===== config.mk =====
export PLATFORM = sky130hd
export DESIGN_NAME = instruction_fetch
export DESIGN_NICKNAME = d
export VERILOG_FILES = /design/src/rtl/instruction_fetch.sv
export SDC_FILE = /design/constraint.sdc
export NUM_CORES = 1
export LEC_CHECK = 0
export CORE_ASPECT_RATIO = 0.9
export CORE_MARGIN = 4
export CORE_UTILIZATION = 44
export DETAILED_ROUTE_END_ITERATION = 12
export PLACE_DENSITY = 0.8
export SYNTH_ARGS = -nofsm -noshare
export SYNTH_HDL_FRONTEND = slang
export SYNTH_SLANG_ARGS = --single-unit

===== constraint.sdc =====
create_clock -name clock -period 2.05 [get_ports clock]
set_input_delay 0.3075 -clock clock [delete_from_list [all_inputs] [get_ports clock]]
set_output_delay 0.3075 -clock clock [all_outputs]
set_load 0.01 [all_outputs]

===== src/rtl/instruction_fetch.sv =====
// Fetches opcode plus 0-2 operand bytes from a registered ROM and hands the bundle to the decoder.
// Optional halt opcode (0xF4) support is compiled in when IFETCH_HALT_EN is defined.
module instruction_fetch #(
  parameter int ADDR_W = 6
) (
  input  logic              clock,
  input  logic              reset,
  input  logic [ADDR_W-1:0] pc,
  output logic              mem_rd,
  output logic [ADDR_W-1:0] mem_addr,
  input  logic [7:0]        mem_data,
  output logic              instr_valid,
  input  logic              instr_ready,
  output logic [7:0]        instr_opcode,
  output logic [7:0]        instr_opnd_a,
  output logic [7:0]        instr_opnd_b,
  output logic [1:0]        instr_nops,
  output logic              pc_load,
  output logic [7:0]        opcode,
  input  logic              flush,
  output logic              halted
);

`ifdef IFETCH_HALT_EN
  typedef enum logic [2:0] {
    ISSUE_OP, WAIT_OP, WAIT_A, WAIT_B, DELIVER, ADVANCE, HALTED
  } state_t;
`else
  typedef enum logic [2:0] {
    ISSUE_OP, WAIT_OP, WAIT_A, WAIT_B, DELIVER, ADVANCE
  } state_t;
`endif

  state_t      state_q, state_d;
  logic [7:0]  opcode_q, opcode_d;
  logic [7:0]  opnd_a_q, opnd_a_d;
  logic [7:0]  opnd_b_q, opnd_b_d;
  logic [1:0]  nops_q, nops_d;
  logic        rd_c;
  logic [ADDR_W-1:0] addr_c;
  logic        valid_c;
  logic        load_c;
  logic        halted_c;
  logic [1:0]  dec_nops;

  function automatic logic [1:0] decode_nops(input logic [7:0] op);
`ifdef IFETCH_HALT_EN
    if (op == 8'hF4) return 2'd0;
`endif
    if (!op[7])     return 2'd1;
    else if (!op[6]) return op[1] ? 2'd0 : 2'd1;
    else            return 2'd2;
  endfunction

  assign dec_nops = decode_nops(mem_data);

  always_ff @(posedge clock or negedge reset) begin
    if (!reset) begin
      state_q  <= ISSUE_OP;
      opcode_q <= '0;
      opnd_a_q <= '0;
      opnd_b_q <= '0;
      nops_q   <= '0;
    end else begin
      state_q  <= state_d;
      opcode_q <= opcode_d;
      opnd_a_q <= opnd_a_d;
      opnd_b_q <= opnd_b_d;
      nops_q   <= nops_d;
    end
  end

  always_comb begin
    state_d  = state_q;
    opcode_d = opcode_q;
    opnd_a_d = opnd_a_q;
    opnd_b_d = opnd_b_q;
    nops_d   = nops_q;
    rd_c     = 1'b0;
    addr_c   = '0;
    valid_c  = 1'b0;
    load_c   = 1'b0;
    halted_c = 1'b0;
    case (state_q)
      ISSUE_OP: begin
        rd_c    = 1'b1;
        addr_c  = pc;
        state_d = WAIT_OP;
      end
      WAIT_OP: begin
        opcode_d = mem_data;
        nops_d   = dec_nops;
        opnd_a_d = '0;
        opnd_b_d = '0;
        if (dec_nops != 2'd0) begin
          rd_c    = 1'b1;
          addr_c  = pc + ADDR_W'(1);
          state_d = WAIT_A;
        end else begin
          state_d = DELIVER;
        end
      end
      WAIT_A: begin
        opnd_a_d = mem_data;
        if (nops_q == 2'd2) begin
          rd_c    = 1'b1;
          addr_c  = pc + ADDR_W'(2);
          state_d = WAIT_B;
        end else begin
          state_d = DELIVER;
        end
      end
      WAIT_B: begin
        opnd_b_d = mem_data;
        state_d  = DELIVER;
      end
      DELIVER: begin
        valid_c = 1'b1;
        if (instr_ready) begin
`ifdef IFETCH_HALT_EN
          state_d = (opcode_q == 8'hF4) ? HALTED : ADVANCE;
`else
          state_d = ADVANCE;
`endif
        end
      end
      ADVANCE: begin
        load_c  = 1'b1;
        state_d = ISSUE_OP;
      end
`ifdef IFETCH_HALT_EN
      HALTED: halted_c = 1'b1;
`endif
      default: state_d = ISSUE_OP;
    endcase
    // A flushed operand read would be discarded, so suppress it; an ADVANCE pulse still completes.
    if (flush) begin
      state_d = ISSUE_OP;
      valid_c = 1'b0;
      if (state_q != ISSUE_OP) rd_c = 1'b0;
    end
  end

  assign mem_rd       = reset & rd_c;
  assign mem_addr     = reset ? addr_c : '0;
  assign instr_valid  = valid_c;
  assign instr_opcode = opcode_q;
  assign instr_opnd_a = opnd_a_q;
  assign instr_opnd_b = opnd_b_q;
  assign instr_nops   = nops_q;
  assign pc_load      = load_c;
  assign opcode       = load_c ? opcode_q : 8'h00;
  assign halted       = halted_c;

endmodule


==> qor.csv <==
stage,metric,value,unit
critical_path,R2R Path End,instr_opcode[5],
route,Vias/cell,5.202,
route,via count,1571,
critical_path,CP Capture Type,output pin,
global_route,vias in the first global route,1487,
layout,diode count,0,
critical_path,Reg2Reg Depth,4,
power_and_ir_drop,pwr dens,1052,nW/µm²
sta,clock skew,0.003476,ns
power_and_ir_drop,P_sw,0.9291,mW
critical_path,critical path's slowest cell,or3b_4,
power_and_ir_drop,Clk pwr share,15.7,%
critical_path,FF-to-FF Start,state_q[2],
critical_path,WP data required,1.74,ns
global_route,global-route wire length before repair,7.279,mm
critical_path,crit path cell chain,or3b_4 -> buf_12 -> nor3b_2 -> o21ai_1 -> o22ai_1 -> buf_2,
cts,"CTS clk-pin slew, worst paths",0.06,ns
hold_path,worst hold path class,primary input to asynchronous set/reset pin,
layout,number of fill cells,251,
sta,fmax,468.7,MHz
synthesis,syn nets,198,
layout,P&R area growth vs syn,56.15,%
cts,# H-tree levels,2,
run,MaxCap Viol Count,0,
route,DRT Pass-1 Iters,4,
layout,Final Non-Filler Cells,302,
critical_path,top cell family by delay on the critical path,simple AND/OR/NAND/NOR gates,
synthesis,synthesized area,1649,µm²
floorplan,Ports,62,
floorplan,Initial Utilization,47.41,%
sta,RSZ-0062 raised after global routing,true,
synthesis,syn avg cell area,9.265,µm²
route,wire length per cell,15.58,µm
sta,crit share post-route,104.1,%
power_and_ir_drop,P_int,1.780,mW
floorplan,die area,4793,µm²
power_and_ir_drop,sw frac,34.29,%
cts,clk_lat worst skew,0.28,ns
cts,maximum root-to-sink buffer count,2,
run_status,failing checks,negative setup slack,
critical_path,WP buf/inv,2,
route,"antenna viol nets, final",0,
place,PortBufs,60,
power_and_ir_drop,Comb pwr share,50.0,%
layout,Final Util,74.03,%
route,Routed WL,4.706,mm
critical_path,Worst Setup SP,state_q[2],
critical_path,element type at the critical path start,register,
sta,final setup margin,-0.08360,ns
power_and_ir_drop,P_leak,1.224,nW
synthesis,synth warn,0,
global_route,global-route usage over all layers,19.74,%
floorplan,Chip Height,66.08,µm
route,Starting DRT DRC Count,146,
floorplan,core area,3478,µm²
sta,Final Max Slew Viols,0,
synthesis,"Seq/Total Area, Yosys",44.01,%
place,DP Cell Count,289,
layout,share of cells above drive strength 1,24.81,%
layout,Final nets,279,
power_and_ir_drop,Seq pwr share,34.3,%
route,drt drc,0,
global_route,initial antenna violation count,0,
place,hpwl dp,3.253,mm
sta,count of final hold-check violations,0,
run_status,status,"complete, but fails checks",
critical_path,critical path type,register to output pin,
power_and_ir_drop,VDD IR-drop max,0.8023,mV
place,gp weighted congestion,0.8361,
floorplan,FP Rows,20,
critical_path,Worst path max stage delay,0.42,ns
synthesis,synthesized instance count,178,
cts,TritonCTS buffer count,5,
critical_path,worst reg-to-reg setup slack,0.46,ns
floorplan,width of the chip,72.53,µm
sta,Finish-stage setup viols,8,
critical_path,Worst Path Max Fanout,4,
global_route,GR Overflow Total,0,
cts,Post-CTS Hold Buffers,0,
global_route,largest net degree at the start of global routing,30,
cts,clk sinks,29,
synthesis,Synth cell types,39,
synthesis,"FF+latch count, synth",29,
sta,minimum clock period,2.134,ns
critical_path,worst endpoint data arrival time,1.83,ns
cts,root buffer cell,clkbuf_8,
sta,Fin Hold WS,0.4692,ns
critical_path,Crit path depth,6,
cts,CTS tree,done,
-- state kept, by name (all words and copies together), names as in the netlist --
signal,flops
instr_opnd_b,8
instr_opcode,8
instr_opnd_a,8
state_q,3
instr_nops,2
-- layout make-up --
type,instances,area (µm²),area share [%]
multi-input cells,135,918.4,35.67
repair buffers,85,790.8,30.71
flip-flops and latches,29,725.7,28.18
clock buffers,5,68.82,2.672
well taps,44,55.05,2.138
inverters,3,11.26,0.4373
clock inverters,1,5.005,0.1944
-- layout by cell type (no fill, tap or decap), types with 3 or more instances in the layout --
cell type | synthesis | final
clkdlybuf4s50_1 | 0 | 46
nand2_1 | 30 | 30
dfrtp_1 | 29 | 29
o21ai_0 | 20 | 20
buf_4 | 1 | 20
a21oi_1 | 16 | 15
and2_1 | 11 | 10
nor2b_1 | 9 | 9
mux2_4 | 8 | 8
buf_2 | 1 | 7
clkbuf_8 | 0 | 5
dlymetal6s2s_1 | 0 | 5
nand2b_1 | 4 | 4
buf_6 | 3 | 4
and3b_2 | 0 | 3
inv_1 | 3 | 3
nor2_1 | 5 | 3
-- cells in the mapped netlist (all sizes together) --
| cell type | instances | share of area, % |
|---|---|---|
| o21a | 1 | 0.46 |
| a32oi | 1 | 0.53 |
| or3b | 1 | 0.53 |
| xnor2 | 1 | 0.53 |
| and2 | 11 | 4.2 |
| a22oi | 2 | 0.91 |
| a211oi | 1 | 0.46 |
| nor2 | 6 | 1.8 |
| a21oi | 16 | 4.9 |
| ha | 2 | 1.5 |
| nand3 | 2 | 0.61 |
| o31ai | 2 | 1.7 |
| nand2b | 4 | 1.5 |
| conb | 1 | 0.23 |
| clkbuf | 6 | 1.4 |
| and3 | 2 | 0.76 |
| and3b | 2 | 1.1 |
| nor4 | 1 | 0.38 |
| a21o | 1 | 0.46 |
| inv | 3 | 0.68 |
| dfrtp | 29 | 44 |
| nor3b | 1 | 0.46 |
| buf | 6 | 3.0 |
| o21ai | 21 | 6.4 |
| o22ai | 3 | 1.5 |
| nand4bb | 1 | 0.68 |
| nor4b | 1 | 0.53 |
| mux2 | 9 | 8.0 |
| nand2 | 30 | 6.8 |
| nor3 | 2 | 0.61 |
| nor2b | 9 | 3.4 |
-- through the flow --
step | setup WS, ns | total power, mW | instance area, µm² | TNS (ns)
2_1_floorplan | 0.2712 | 1.540 | 1649 | 0
3_3_place_gp | -0.4362 | 2.183 | 2375 | -2.482
3_5_place_dp | -0.4769 | 2.215 | 2375 | -2.614
4_1_cts | -0.08693 | 2.703 | 2499 | -0.4868
5_1_grt | -0.1571 | 2.876 | 2575 | -0.8918
6_report | -0.08360 | 2.710 | 2575 | -0.3320
-- worst max path at each step --
stage / end
2_1_floorplan: mem_addr[0]
3_3_place_gp: mem_rd
3_5_place_dp: mem_rd
4_1_cts: mem_addr[3]
5_1_grt: mem_addr[3]
6_report: mem_addr[3]
-- power groups by stage --
| stage | Sequential (mW) | Clock, mW | Combinational, mW |
|---|---|---|---|
| floorplan | 1.00 | 0 | 0.537 |
| global placement | 0.920 | 0 | 1.26 |
| detailed placement | 0.931 | 0 | 1.28 |
| CTS | 0.929 | 0.439 | 1.33 |
| global route | 0.964 | 0.465 | 1.45 |
| finish | 0.930 | 0.425 | 1.35 |
-- worst register-to-register path, delay by kind of cell, from the launching register on --
kind	cells	cell delay, ns
AND/OR/NAND/NOR	1	0.42
flip-flops	1	0.37
buffers and inverters	2	0.37
multiplexers	1	0.31
-- metal layers --
layer	global-route usage (%)	wire length, µm	up-vias
li1	-	-	776
met1	27.30	2172	745
met2	30.41	2238	44
met3	5.471	249	6
met4	4.839	44	0
met5	0	0	-
-- kinds of logic after synthesis --
group | after synthesis | synth area share (%)
buffers and inverters | 15 | 5.083
XOR/XNOR | 1 | 0.5312
other | 1 | 0.2274
AND/OR/NAND/NOR | 73 | 23.37
AO/OA/AOI/OAI | 48 | 17.30
flip-flops | 29 | 44.01
adder cells (fa/ha/maj) | 2 | 1.517
multiplexers | 9 | 7.967
-- timing repair --
action                                  CTS  global route
buffers inserted                          4             2
pin swaps                                 3             6
resized for setup                        38            17
gates cloned                              1             0
endpoints found under the setup margin   16            15
Power figures use the tool's default switching activity.
